[src/rtl/user_event_gen.sv]
// PS/2 set-2 scancode decoder feeding a small show-ahead FIFO
// of user events for the game FSM.
package user_event_pkg;
  typedef enum logic [2:0] {
    EV_NONE     = 3'd0,
    EV_LEFT     = 3'd1,
    EV_RIGHT    = 3'd2,
    EV_DOWN     = 3'd3,
    EV_ROTATE   = 3'd4,
    EV_NEW_GAME = 3'd5
  } user_event_t;
endpackage

module user_event_gen
  import user_event_pkg::*;
#(
  parameter int DEPTH          = 4,
  parameter int PREFIX_TIMEOUT = 2_500_000
) (
  input  logic        clk_i,
  input  logic        srst_n_i,
  input  logic [7:0]  scancode_i,
  input  logic        scancode_valid_i,
  output user_event_t user_event_o,
  output logic        user_event_ready_o,
  input  logic        user_event_rd_req_i,
  output logic [7:0]  overflow_cnt_o
);

  localparam int AW = $clog2(DEPTH);
  localparam int TW = $clog2(PREFIX_TIMEOUT + 1);

  typedef enum logic [1:0] {
    IDLE_S,
    EXT_S,
    BREAK_S,
    EXT_BREAK_S
  } state_t;

  state_t          state;
  logic [TW-1:0]   tmo_cnt;
  user_event_t     mem [DEPTH];
  logic [AW-1:0]   rd_ptr;
  logic [AW-1:0]   wr_ptr;
  logic [AW:0]     count;
  user_event_t     ev;
  logic            push;
  logic            full;
  logic            do_pop;
  logic            do_push;

  always_comb begin
    ev = EV_NONE;
    if (scancode_valid_i) begin
      unique case (state)
        IDLE_S: begin
          unique case (1'b1)
            (scancode_i == 8'h1C): ev = EV_LEFT;
            (scancode_i == 8'h23): ev = EV_RIGHT;
            (scancode_i == 8'h1B): ev = EV_DOWN;
            (scancode_i == 8'h1D): ev = EV_ROTATE;
            (scancode_i == 8'h5A): ev = EV_NEW_GAME;
            default:               ev = EV_NONE;
          endcase
        end
        EXT_S: begin
          unique case (1'b1)
            (scancode_i == 8'h6B): ev = EV_LEFT;
            (scancode_i == 8'h74): ev = EV_RIGHT;
            (scancode_i == 8'h72): ev = EV_DOWN;
            (scancode_i == 8'h75): ev = EV_ROTATE;
            default:               ev = EV_NONE;
          endcase
        end
        default: ev = EV_NONE;
      endcase
    end
    push = (ev != EV_NONE);
  end

  // A received byte always wins over an expiring prefix timeout.
  always_ff @(posedge clk_i) begin
    if (!srst_n_i) begin
      state   <= IDLE_S;
      tmo_cnt <= '0;
    end else if (scancode_valid_i) begin
      tmo_cnt <= '0;
      unique case (state)
        IDLE_S: begin
          if (scancode_i == 8'hE0)
            state <= EXT_S;
          else if (scancode_i == 8'hF0)
            state <= BREAK_S;
          else
            state <= IDLE_S;
        end
        EXT_S: begin
          if (scancode_i == 8'hF0)
            state <= EXT_BREAK_S;
          else if (scancode_i == 8'hE0)
            state <= EXT_S;
          else
            state <= IDLE_S;
        end
        default: state <= IDLE_S;
      endcase
    end else if (state != IDLE_S) begin
      if (tmo_cnt == TW'(PREFIX_TIMEOUT - 1)) begin
        state   <= IDLE_S;
        tmo_cnt <= '0;
      end else begin
        tmo_cnt <= tmo_cnt + 1'b1;
      end
    end
  end

  assign full    = (count == (AW+1)'(DEPTH));
  assign do_pop  = user_event_rd_req_i && (count != '0);
  assign do_push = push && (!full || do_pop);

  always_ff @(posedge clk_i) begin
    if (do_push && srst_n_i)
      mem[wr_ptr] <= ev;
  end

  always_ff @(posedge clk_i) begin
    if (!srst_n_i) begin
      rd_ptr         <= '0;
      wr_ptr         <= '0;
      count          <= '0;
      overflow_cnt_o <= '0;
    end else begin
      if (do_push)
        wr_ptr <= wr_ptr + 1'b1;
      if (do_pop)
        rd_ptr <= rd_ptr + 1'b1;
      if (do_push && !do_pop)
        count <= count + 1'b1;
      else if (do_pop && !do_push)
        count <= count - 1'b1;
      if (push && !do_push && overflow_cnt_o != 8'hFF)
        overflow_cnt_o <= overflow_cnt_o + 1'b1;
    end
  end

  assign user_event_ready_o = (count != '0);
  assign user_event_o = user_event_ready_o ? mem[rd_ptr] : EV_NONE;

endmodule

[config.mk]
export PLATFORM = sky130hd
export DESIGN_NAME = user_event_gen
export DESIGN_NICKNAME = d
export VERILOG_FILES = /design/src/rtl/user_event_gen.sv
export SDC_FILE = /design/constraint.sdc
export NUM_CORES = 1
export LEC_CHECK = 0
export ABC_AREA = 1
export BUFFER_PORTS_ARGS = -buffer_cell sky130_fd_sc_hd__buf_4
export CELL_PAD_IN_SITES_DETAIL_PLACEMENT = 0
export CELL_PAD_IN_SITES_GLOBAL_PLACEMENT = 1
export CORE_ASPECT_RATIO = 0.9
export CORE_MARGIN = 2
export CORE_UTILIZATION = 39
export DETAILED_ROUTE_END_ITERATION = 12
export HOLD_SLACK_MARGIN = 0.06
export PLACE_DENSITY = 0.83
export REMOVE_ABC_BUFFERS = 1
export SLEW_MARGIN = 20
export SYNTH_ARGS = -nofsm -noshare
export SYNTH_HDL_FRONTEND = slang
export SYNTH_SLANG_ARGS = --single-unit
[constraint.sdc]
create_clock -name clk_i -period 2.4 [get_ports clk_i]
set_input_delay 0.12 -clock clk_i [delete_from_list [all_inputs] [get_ports clk_i]]
set_output_delay 0.12 -clock clk_i [all_outputs]
set_load 0.01 [all_outputs]
Word-level counts from Yosys, hierarchy flattened

Memories as Yosys holds them, arrays and structs flattened. A register that Yosys moved wholly into a read port is not among the register bits.
Cells that the tools add are included.

Register bits: 39
RAM bits: 12
Input bits: 12
Memories: 1
Word-level logic and storage cells: 69
Output and inout bits: 12

Memory list:

| name | depth | bits a word | read ports | clocked after Yosys merged registers in | wr ports | line | RTL |
|---|---|---|---|---|---|---|---|
| mem  | 4     | 3           | 1          | 1                                       | 1        | 42   | `user_event_t mem [DEPTH];` |

Mux-type cells: 20
$add $sub $neg: 6
Reductions and logical operators: 20
Bitwise gates (word level): 1
Equality and inequality tests: 15

Operator list:

| kind                    | number |
|---|---|
| $eq A8 B7 Y1 const B    | 5 |
| $eq A8 B5 Y1 const B    | 3 |
| $add A22 B1 Y22 const B | 1 |
| $eq A22 B22 Y1 const B  | 1 |
| $mux W22                | 1 |
| $eq A8 B8 Y1 const B    | 2 |
| $mux W2                 | 8 |
| $pmux W3 S5             | 1 |
| $mux W3                 | 4 |
| $pmux W3 S4             | 1 |
| $add A8 B1 Y8 const B   | 1 |
| $eq A8 B6 Y1 const B    | 1 |
| $ne A8 B8 Y1 const B    | 1 |
| $reduce_bool A2 Y1      | 4 |
| $logic_and A1 B1 Y1     | 7 |
| $pmux W3 S2             | 1 |
| $reduce_bool A3 Y1      | 2 |
| $add A2 B1 Y2 const B   | 2 |
| $pmux W2 S2             | 1 |
| $add A3 B1 Y3 const B   | 1 |
| $eq A3 B3 Y1 const B    | 1 |
| $logic_not A1 Y1        | 3 |
| $mux W1                 | 3 |
| $sub A3 B1 Y3 const B   | 1 |
| 6 further kinds         | 6 |

Depth between registers and ports, before layout

Gate-level depths: netlist (run 1).

Depth in word-level cells: 10
Depth in mapped cells: 18

Worst setup path before layout (run 1)

OpenSTA, ideal clock, no wires.

Path kind: reg-to-reg
From: reg state[1]
To: reg count[2]
Stages on the path, launching flop included: 15
Period minus slack after synthesis: 2.257 ns
Path buffers: 0
Path slack: 0.143 ns
Library setup time: 0.122 ns
Arrival time: 2.135 ns
Cells stage by stage: dfxtp_1 -> nor2_2 -> nand2_1 -> nand2_1 -> nand2_1 -> nand3_2 -> nand2_1 -> inv_2 -> ha_1 -> inv_1 -> fa_1 -> a21oi_1 -> o21ai_0 -> o21ai_0 -> a21oi_1

Cells in the longest elaborated chain, start to end: 8
Elaborated cells between the ends (all ways): 11

Ends and longest elaborated chain:

| element                                          | line | RTL |
|---|---|---|
| start, declared                                  | 40   | `state_t state;` |
| start signal, assigned                           | 84   | `state <= IDLE_S;` |
| start signal, assigned                           | 91   | `state <= EXT_S;` |
| start signal, assigned                           | 93   | `state <= BREAK_S;` |
| $eq A2 B1 Y1 or $logic_not A2 Y1 (tied branches) | 55   | `unique case (state)` |
| $pmux W3 S2 *                                    | 55   |  |
| $mux W3 *                                        | 54   | `if (scancode_valid_i) begin` |
| $reduce_bool A3 Y1 *                             | 78   | `push = (ev != EV_NONE);` |
| $logic_and A1 B1 Y1 *                            | 119  | `assign do_push = push && (!full \|\| do_pop);` |
| $logic_not A1 Y1                                 | 139  | `else if (do_pop && !do_push)` |
| $logic_and A1 B1 Y1                              | 139  |  |
| $reduce_bool A2 Y1 (no source line)              | -    |  |
| end signal, assigned                             | 138  | `count <= count + 1'b1;` |
| end signal, assigned                             | 140  | `count <= count - 1'b1;` |
| end, declared                                    | 45   | `logic [AW:0] count;` |

Mark *: on every way between the ends. The rest lies on a longest branch, timed or not.
A chain may end at the register's enable or synchronous reset.

Worst setup path in the final report (run 1)

From: reg state[0]
To: reg count[2]

Same word-level chain as after synthesis.

==> reports/metrics.yaml, run 1 <==
layout:
  drive_above_1_share_pct: 13.8
  nNetsFinal: 419
  stdcell_area_um2: 3190
  antenna_cells: 0
  syn_to_final_growth_pct: 14.7
critical_path:
  max_stage_delay_ns: 0.37
  r2r_start: "state[0]"
  crit_arrival_ns: 2.40
  rr_endpoint: "count[2]"
  rr_worst_depth: 15
  cpMostUsedCell: "nand2_1"
  cp_top_family: "simple AND/OR/NAND/NOR gates"
  crit_fanout: 4
  crit_required_ns: 2.61
  critPathLaunchType: "flop"
  worst-setup-path-type: "reg -> reg"
  crit_buf_inv: 3
  cp-end-kind: "flop"
  cp_slowest_cell: "fa_1"
  reg2reg_slack_ns: 0.20
  crit_chain: "inv_1, nor2_2, nand3_1, nand2_1, nand2_1, nand3_2, nand2_1, inv_2, ha_1, inv_1, fa_1, a21oi_1, o21ai_0, o21ai_0, a21oi_1"
clocking:
  path_clk_slew_ns: 0.10
  clock-sinks: 53
  cts_tree: "yes"
  hold_buffers: 0
  root_buffer: "clkbuf_8"
  cts_buffer_depth: 2
  numCtsBuffers: 5
  cts_max_level: 2
  clk_latency_ns: 0.31
floorplan:
  die_h_um: 84.1
  start_util_pct: 39.9
  core_area_um2: 6970
  die_area_um2: 7820
  rows: 29
  die_w_um: 93
  ios: 24
synthesis:
  synth_top_flop_cell: "dfxtp_1"
  ys_ff_latch: 53
  yosysWarningCount: 0
  syn-cell-area_um2: 2780
  yosysUniqueCellTypes: 35
  synth_top_area_share_pct: 29.5
  yosysSeqAreaShare_pct: 42.5
  synth.avg_cell_area_um2: 7.51
  synth.area.top_cells: "dfxtp_1 30%, edfxtp_1 13%, nand2_1 8.8%"
  synthArstFlopShare_pct: 0
  synth.largest_area_cell: "dfxtp_1"
  syn_inst: 370
  synth_edf_count: 12
global_routing:
  grt_pass1_wl_um: 9600
  met2_usage_pct: 25.2
  overflow: 0
  grtUsageMet1_pct: 19.9
  grtUsageMet3_pct: 2.80
  track_usage_pct: 15.3
  antenna_found_initial: 0
  grt_pass1_vias: 2173
  grt_max_degree: 18
  top_usage_layer: "met2"
min_path:
  hold_end: "overflow_cnt_o[0]"
  holdCritStartpoint: "srst_n_i"
  hp-class: "in -> reg"
  hold_depth: 3
placed_design:
  place_congestion: 0.807
  dp_hpwl_um: 4310
  portBuffers: 23
  place_area_um2: 3070
sta:
  drv_slew: 0
  worst_slew_pin_slew_ns: 0.456
  final.setup.tns_ns: 0
  fin_crit_sh_pct: 91.5
  relSlewSlack_pct: 69.3
  max_freq_mhz: 455
  rsz0062_at_grt: "false"
  finClkSkew_ns: 0.00853
  layout_min_cycle_time_ns: 2.20
  finalHoldViolCount: 0
  setup_violations: 0
detailed_routing:
  first_iter_violations: 109
  drc: 0
  drt_wl_total_um: 5650
  detail-route-antenna-nets: 0
  firstDrtPassIters: 4
  num_vias: 2350
  routedWlPerCell_um: 11.5
  vias_per_cell: 4.77
pwr:
  seqPwrFrac_pct: 50.7
  switching_share_pct: 27.7
  clock_power_share_pct: 32.2
  leakagePower_nw: 1.27
  p_sw_mw: 0.535
  intPower_mw: 1.39
  comb_power_share_pct: 17.0
  powerDensity_nw_per_um2: 605
  ir_drop_uv: 269
status:
  outcome: "complete, no violations"
flow_run:
  drv_cap: 0
## cells in the mapped netlist, types with 5 or more instances
library cell  number
nand2_1           65
nor2_1            59
inv_1             50
dfxtp_1           41
a21oi_1           22
nand3_1           17
o21ai_0           17
nand4_1           13
edfxtp_1          12
nor3_1            12
xor2_1            11
ha_1               7
xnor2_1            5
## registers in the layout (all words and copies together), names as in the netlist, named ones only
register	count
tmo_cnt	22
wr_ptr	2
mem	12
rd_ptr	2
overflow_cnt_o	8
count	3
state	2
## what timing repair did
item                                    CTS  global route
setup buffers                             0             0
endpoints found under the setup margin    0             1
resized for setup                         0             2
## logic make-up (layout without fill, tap and decap cells)
family                     after synthesis  after routing  share of synthesized area [%]
xor gates and xnor gates                16             16                           5.04
and+or+nand+nor                        190            190                           31.9
AOI/OAI and AO/OA                       45             45                           8.73
adders and majority gates                8              8                           3.87
DFF                                     53             53                           42.5
buffers and inverters                   58             88                           7.97
## metal layers
metal  wire length [um]  vias up
met1               2730     1060
met5                  0        -
met2               2730       26
met4                 67        0
met3                125        6
li1                   -     1258
## stage by stage
| step | utilization (%) | power (mW) | std cells | setup slack (ns) | hold slack (ns) |
|---|---|---|---|---|---|
| 2_1_floorplan | - | 1.18 | 366 | 0.143 | 0.240 |
| 3_3_place_gp | 44.1 | 1.32 | 485 | 0.129 | 0.444 |
| 3_5_place_dp | 44.1 | 1.33 | 485 | 0.0644 | 0.450 |
| 4_1_cts | 45.7 | 1.95 | 493 | 0.146 | 0.100 |
| 5_1_grt | 45.8 | 2.03 | 493 | 0.00411 | 0.0989 |
| 6_report | 45.8 | 1.93 | 493 | 0.204 | 0.115 |
## worst max path at each step
stage | startpoint | end | slack, ns | depth (start not counted)
after floorplan | state[1] | count[2] | 0.14 | 14
after global placement | scancode_i[7] | count[2] | 0.13 | 19
after detailed placement | scancode_i[3] | count[2] | 0.06 | 19
after CTS | state[0] | count[2] | 0.15 | 15
after global routing | state[0] | count[2] | 0.004 | 15
final | state[0] | count[2] | 0.20 | 15
## power groups by stage
stage	sequential, mW	clock, mW	combinational, mW
2_1_floorplan	0.989	0	0.195
3_3_place_gp	0.998	0	0.326
3_5_place_dp	1.00	0	0.331
4_1_cts	0.979	0.643	0.331
5_1_grt	0.986	0.674	0.372
6_report	0.978	0.622	0.329
## layout by cell type (no fill, tap or decap), types with 2 or more instances in the layout
cell / netlist / layout
nor3_1: 12 / 12
o21ai_0: 17 / 17
a211oi_1: 3 / 3
xor2_1: 11 / 11
nor2_2: 4 / 5
nand3_1: 17 / 17
nand3_2: 3 / 3
nor2_1: 59 / 58
ha_1: 7 / 7
xnor2_1: 5 / 5
nand2_1: 65 / 65
clkinv_1: 2 / 2
dfxtp_1: 41 / 40
buf_4: 0 / 26
nor3b_1: 2 / 2
edfxtp_1: 12 / 12
nand4_1: 13 / 13
nand2_2: 2 / 2
clkbuf_8: 0 / 5
nor2_4: 2 / 2
nor4_1: 4 / 4
a21oi_1: 22 / 22
inv_2: 2 / 2
inv_1: 50 / 50
## tightest hold or removal path, cell delays in order
cell and delay (ns):
buf_4 0.16, nand2_1 0.08, nor2_1 0.03
## final cells by class
type | count | area [um2]
clock inverter | 3 | 43.8
inverter | 54 | 203
fill | 730 | 3780
tap | 93 | 116
timing repair buffer | 26 | 195
clock buffer | 5 | 68.8
multi-input combinational | 259 | 1380
sequential | 53 | 1180
No activity file was read; power rests on OpenSTA's default activity.
==> run 2, diff against run 1 <==
PLACE_DENSITY = default   (was 0.83)
PLACE_DENSITY_LB_ADDON = 0.1   (was default)
SKIP_CTS_REPAIR_TIMING = 1   (was default)
==> run 2 against run 1 <==
  * Combinational power up 4%
  * First-iteration DRC count down 17%
  * Power is 4.4% lower
  * Setup slack improved by 0.078 ns
  * Global-route usage rose by 0.53 points
  * Highest routed layer unchanged
==> reports/metrics.yaml, run 2 (synthesis results as in run 1) <==
critical_path:
  crit_arrival_ns: 2.32  # was 2.40 ns
  startpoint: "state[0]"  # unchanged
  cp_top_family: "simple AND/OR/NAND/NOR gates"  # unchanged
  rr_endpoint: "count[2]"  # unchanged
  critPathLaunchType: "flop"  # unchanged
  reg2reg_slack_ns: 0.28  # was 0.20 ns
  cp_slowest_cell: "dfxtp_1"  # was fa_1
  r2r_start: "state[0]"  # unchanged
  cpMostUsedCell: "nand2_1"  # unchanged
  crit_fanout: 4  # unchanged
  crit_buf_inv: 3  # unchanged
  rr_worst_depth: 15  # unchanged
  cp-end-kind: "flop"  # unchanged
  crit_chain: "inv_1, nor2_2, nand3_1, nand2_1, nand2_1, nand3_2, nand2_1, inv_2, ha_1, inv_1, fa_2, a21oi_1, o21ai_1, o21ai_1, a21oi_1"  # was inv_1, nor2_2, nand3_1, nand2_1, nand2_1, nand3_2, nand2_1, inv_2, ha_1, inv_1, fa_1, a21oi_1, o21ai_0, o21ai_0, a21oi_1
  crit_required_ns: 2.61  # about the same
  max_stage_delay_ns: 0.35  # was 0.37 ns
  worst-setup-path-type: "reg -> reg"  # unchanged
detailed_routing:
  first_iter_violations: 90  # was 109
  drt_wl_total_um: 5740  # was 5650 um
  firstDrtPassIters: 4  # unchanged
  num_vias: 2337  # was 2350
  drc: 0  # unchanged
  routedWlPerCell_um: 11.6  # was 11.5 um
  vias_per_cell: 4.73  # was 4.77
  detail-route-antenna-nets: 0  # unchanged
global_routing:
  antenna_found_initial: 0  # unchanged
  overflow: 0  # unchanged
  grt_max_degree: 19  # was 18
  grt_pass1_vias: 2165  # was 2173
  grt_pass1_wl_um: 10000  # was 9600 um
  track_usage_pct: 15.8  # was 15.3%
pwr:
  clock_power_share_pct: 28.3  # was 32.2%
  comb_power_share_pct: 18.6  # was 17.0%
  leakagePower_nw: 1.26  # was 1.27 nW
  seqPwrFrac_pct: 53.1  # was 50.7%
  switching_share_pct: 29.6  # was 27.7%
  intPower_mw: 1.30  # was 1.39 mW
  powerDensity_nw_per_um2: 580  # was 605 nW/um2
  ir_drop_uv: 271  # was 269 uV
  p_sw_mw: 0.546  # was 0.535 mW
sta:
  relSlewSlack_pct: 70.6  # was 69.3%
  rsz0062_at_grt: "false"  # unchanged
  max_freq_mhz: 472  # was 455 MHz
  fin_crit_sh_pct: 88.3  # was 91.5%
  finalHoldViolCount: 0  # unchanged
  setup_violations: 0  # unchanged
  worst_slew_pin_slew_ns: 0.437  # was 0.456 ns
  final.setup.tns_ns: 0  # unchanged
  setup_slack_ns: 0.282  # was 0.204 ns
  layout_min_cycle_time_ns: 2.12  # was 2.20 ns
  finClkSkew_ns: 0.00881  # was 0.00853 ns
  drv_slew: 0  # unchanged
layout:
  top_register: "tmo_cnt"  # unchanged
  stdcell_area_um2: 3180  # was 3190 um2
  drive_above_1_share_pct: 14.0  # was 13.8%
  syn_to_final_growth_pct: 14.4  # was 14.7%
  antenna_cells: 0  # unchanged
  mostFrequentLayoutCells: "65 x nand2_1, 58 x nor2_1, 50 x inv_1"  # unchanged
  top_regs: "tmo_cnt: 22 flops, mem: 12 flops, overflow_cnt_o: 8 flops"  # unchanged
  nNetsFinal: 420  # was 419
  multi_input_area_um2: 1380  # about the same
  regArea_um2: 1180  # about the same
  fillers: 734  # was 730
  largest_reg_flops: 22  # unchanged
  final_common_cell: "nand2_1"  # unchanged
clocking:
  cts_max_level: 2  # unchanged
  cts_tree: "yes"  # unchanged
  root_buffer: "clkbuf_8"  # unchanged
  path_clk_slew_ns: 0.10  # about the same
  clk_latency_ns: 0.31  # about the same
  cts_buffer_depth: 2  # unchanged
  numCtsBuffers: 5  # unchanged
  clock-sinks: 53  # unchanged
min_path:
  holdCritStartpoint: "srst_n_i"  # unchanged
  hold_end: "overflow_cnt_o[0]"  # unchanged
  hp-class: "in -> reg"  # unchanged
  hold_depth: 3  # unchanged
floorplan:
  ios: 24  # unchanged
  core_area_um2: 6970  # unchanged
  die_h_um: 84.1  # unchanged
  die_area_um2: 7820  # unchanged
  die_w_um: 93  # unchanged
  rows: 29  # unchanged
  start_util_pct: 39.9  # unchanged
flow_run:
  drv_cap: 0  # unchanged
placed_design:
  place_area_um2: 3080  # was 3070 um2
  place_congestion: 0.809  # was 0.807
  portBuffers: 23  # unchanged
  pre_cts_ws_ns: 0.0242  # was 0.0644 ns
  dp_hpwl_um: 4460  # was 4310 um
status:
  outcome: "complete, no violations"  # unchanged
run 2: cell type report:
cell class | count | area share (%)
multi-input combinational | 259 | 43.5
clock buffer | 5 | 2.16
tap | 93 | 3.66
clock inverter | 3 | 0.787
timing repair buffer | 27 | 6.38
inverter | 54 | 6.38
sequential | 53 | 37.2
run 2: routing by layer:
metal | part of all wire, % | GRT usage, % | vias up
met4 | 0.99 | 5.21 | 0
met1 | 52 | 22.4 | 1045
met2 | 43 | 24.1 | 28
li1 | - | - | 1259
met3 | 3.7 | 3.43 | 5
met5 | 0 | 0 | -
run 2: worst reg2reg max path, stage by stage (launching register included):
cell and delay (ns):
dfxtp_1 0.35, inv_1 0.08, nor2_2 0.14, nand3_1 0.09, nand2_1 0.08, nand2_1 0.07, nand3_2 0.09, nand2_1 0.09
inv_2 0.09, ha_1 0.14, inv_1 0.07, fa_2 0.35, a21oi_1 0.14, o21ai_1 0.09, o21ai_1 0.12, a21oi_1 0.05
run 2: per-stage QoR:
step,power [mW],instances,utilization [%],hold slack (ns)
final,1.84,494,45.6,0.104
after floorplan,1.18,366,-,0.240
after global placement,1.34,486,44.2,0.432
after detailed placement,1.34,486,44.2,0.441
after CTS,1.88,494,45.6,0.0917
after global routing,1.97,494,45.6,0.108
run 2: worst max path at each step:
stage	endpoint	slack, ns	cells past startpoint
after floorplan	count[2]	0.14	14
final	count[2]	0.28	15
after detailed placement	count[2]	0.02	19
after CTS	count[2]	0.15	15
after global routing	count[2]	0.03	15
after global placement	count[2]	0.10	19
run 2: power groups by stage:
stage	Combinational (mW)	Clock, mW	Sequential (mW)
2_1_floorplan	0.195	0	0.989
3_3_place_gp	0.341	0	0.998
3_5_place_dp	0.341	0	0.999
4_1_cts	0.344	0.555	0.979
5_1_grt	0.394	0.586	0.986
6_report	0.343	0.522	0.979
==> run 3, diff against run 2 <==
RECOVER_POWER = 50   (was default)
==> run 3 against run 2 <==
  * Sequential power hardly changed
  * Fmax is 0.94% higher
  * Utilization is 0.97 points lower
  * Register-to-register slack better by 0.02 ns
==> reports/metrics.yaml, run 3 (synthesis results as in run 1) <==
status:
  outcome: "complete, no violations"  # unchanged
clocking:
  cts_tree: "yes"  # unchanged
  root_buffer: "clkbuf_8"  # unchanged
  cts_buffer_depth: 2  # unchanged
  path_clk_slew_ns: 0.10  # about the same
  cts_max_level: 2  # unchanged
  numCtsBuffers: 5  # unchanged
  clk_latency_ns: 0.31  # about the same
  clock-sinks: 53  # unchanged
critical_path:
  rr_worst_depth: 15  # unchanged
  crit_required_ns: 2.61  # about the same
  cp-end-kind: "flop"  # unchanged
  r2r_start: "state[0]"  # unchanged
  crit_fanout: 4  # unchanged
  critPathLaunchType: "flop"  # unchanged
  startpoint: "state[0]"  # unchanged
  reg2reg_slack_ns: 0.30  # was 0.28 ns
  worst-setup-path-type: "reg -> reg"  # unchanged
  rr_endpoint: "count[2]"  # unchanged
  crit_arrival_ns: 2.30  # was 2.32 ns
layout:
  mostFrequentLayoutCells: "65 x nand2_1, 61 x nor2_1, 50 x inv_1"  # was 65 x nand2_1, 58 x nor2_1, 50 x inv_1
  final_common_cell: "nand2_1"  # unchanged
  regArea_um2: 1180  # unchanged
  drive_above_1_share_pct: 9.73  # was 14.0%
  top_register: "tmo_cnt"  # unchanged
  top_regs: "tmo_cnt: 22 flops, mem: 12 flops, overflow_cnt_o: 8 flops"  # unchanged
  fillers: 750  # was 734
  syn_to_final_growth_pct: 11.9  # was 14.4%
  nNetsFinal: 420  # unchanged
  largest_reg_flops: 22  # unchanged
  antenna_cells: 0  # unchanged
  multi_input_area_um2: 1360  # was 1380 um2
detailed_routing:
  num_vias: 2351  # was 2337
  routedWlPerCell_um: 11.6  # about the same
  detail-route-antenna-nets: 0  # unchanged
  drc: 0  # unchanged
  vias_per_cell: 4.76  # was 4.73
  firstDrtPassIters: 4  # unchanged
  first_iter_violations: 83  # was 90
  drt_wl_total_um: 5740  # about the same
global_routing:
  track_usage_pct: 15.8  # unchanged
  grt_pass1_wl_um: 10000  # unchanged
  overflow: 0  # unchanged
  grt_max_degree: 19  # unchanged
  antenna_found_initial: 0  # unchanged
  grt_pass1_vias: 2165  # unchanged
sta:
  setup_slack_ns: 0.301  # was 0.282 ns
  finalHoldViolCount: 0  # unchanged
  setup_violations: 0  # unchanged
  max_freq_mhz: 477  # was 472 MHz
  worst_slew_pin_slew_ns: 0.437  # about the same
  drv_slew: 0  # unchanged
  final.setup.tns_ns: 0  # unchanged
  layout_min_cycle_time_ns: 2.10  # was 2.12 ns
  relSlewSlack_pct: 70.6  # about the same
  whs_ns: 0.105  # was 0.104 ns
  fin_crit_sh_pct: 87.4  # was 88.3%
  finClkSkew_ns: 0.00865  # was 0.00881 ns
  rsz0062_at_grt: "false"  # unchanged
floorplan:
  die_h_um: 84.1  # unchanged
  rows: 29  # unchanged
  start_util_pct: 39.9  # unchanged
  die_w_um: 93  # unchanged
  die_area_um2: 7820  # unchanged
  ios: 24  # unchanged
  core_area_um2: 6970  # unchanged
pwr:
  leakagePower_nw: 1.19  # was 1.26 nW
  ir_drop_uv: 270  # was 271 uV
  powerDensity_nw_per_um2: 579  # was 580 nW/um2
  power_mw: 1.80  # was 1.84 mW
min_path:
  hold_end: "overflow_cnt_o[0]"  # unchanged
  hold_depth: 3  # unchanged
  hp-class: "in -> reg"  # unchanged
  holdCritStartpoint: "srst_n_i"  # unchanged
flow_run:
  drv_cap: 0  # unchanged
placed_design:
  dp_hpwl_um: 4460  # unchanged
  portBuffers: 23  # unchanged
  place_congestion: 0.809  # unchanged
  pre_cts_ws_ns: 0.0242  # unchanged
run 3: per-layer routing:
metal | track usage (%) | routed length, um
met1 | 22.4 | 3000
met2 | 24.1 | 2470
met3 | 3.43 | 220
met4 | 5.21 | 57
met5 | 0 | 0
run 3: worst max-delay path by stage:
stage,endpoint,slack (ns)
global route,count[2],0.03
floorplan,count[2],0.14
global placement,count[2],0.10
finish,count[2],0.30
CTS,count[2],0.15
detailed placement,count[2],0.02
run 3: final cells by class:
cell class | instances | area share (%)
clock buffer | 5 | 2.21
multi-input combinational | 259 | 43.8
clock inverter | 3 | 0.804
sequential | 53 | 38.0
inverter | 54 | 6.51
timing repair buffer | 27 | 4.95
tap | 93 | 3.74
run 3: power by group:
part           total (mW)  switching (mW)  internal [mW]
sequential          0.979          0.0370          0.942
combinational       0.301           0.198          0.104
clock               0.522           0.311          0.211
total                1.80           0.545           1.26
run 3: worst max-delay path, cell delays in order (launching register included):
cell and delay, ns:
dfxtp_1 0.34, inv_1 0.08, nor2_2 0.14, nand3_1 0.09
nand2_1 0.08, nand2_1 0.07, nand3_2 0.09, nand2_1 0.08
inv_2 0.09, ha_1 0.14, inv_1 0.07, fa_2 0.35
a21oi_1 0.14, o21ai_1 0.09, o21ai_1 0.12, a21oi_1 0.05
run 3: stage by stage:
step | std cells | cell area (um2) | util [%]
after floorplan | 366 | 2760 | -
after global placement | 486 | 3080 | 44.2
after detailed placement | 486 | 3080 | 44.2
after CTS | 494 | 3170 | 45.6
after global routing | 494 | 3110 | 44.7
final | 494 | 3110 | 44.7
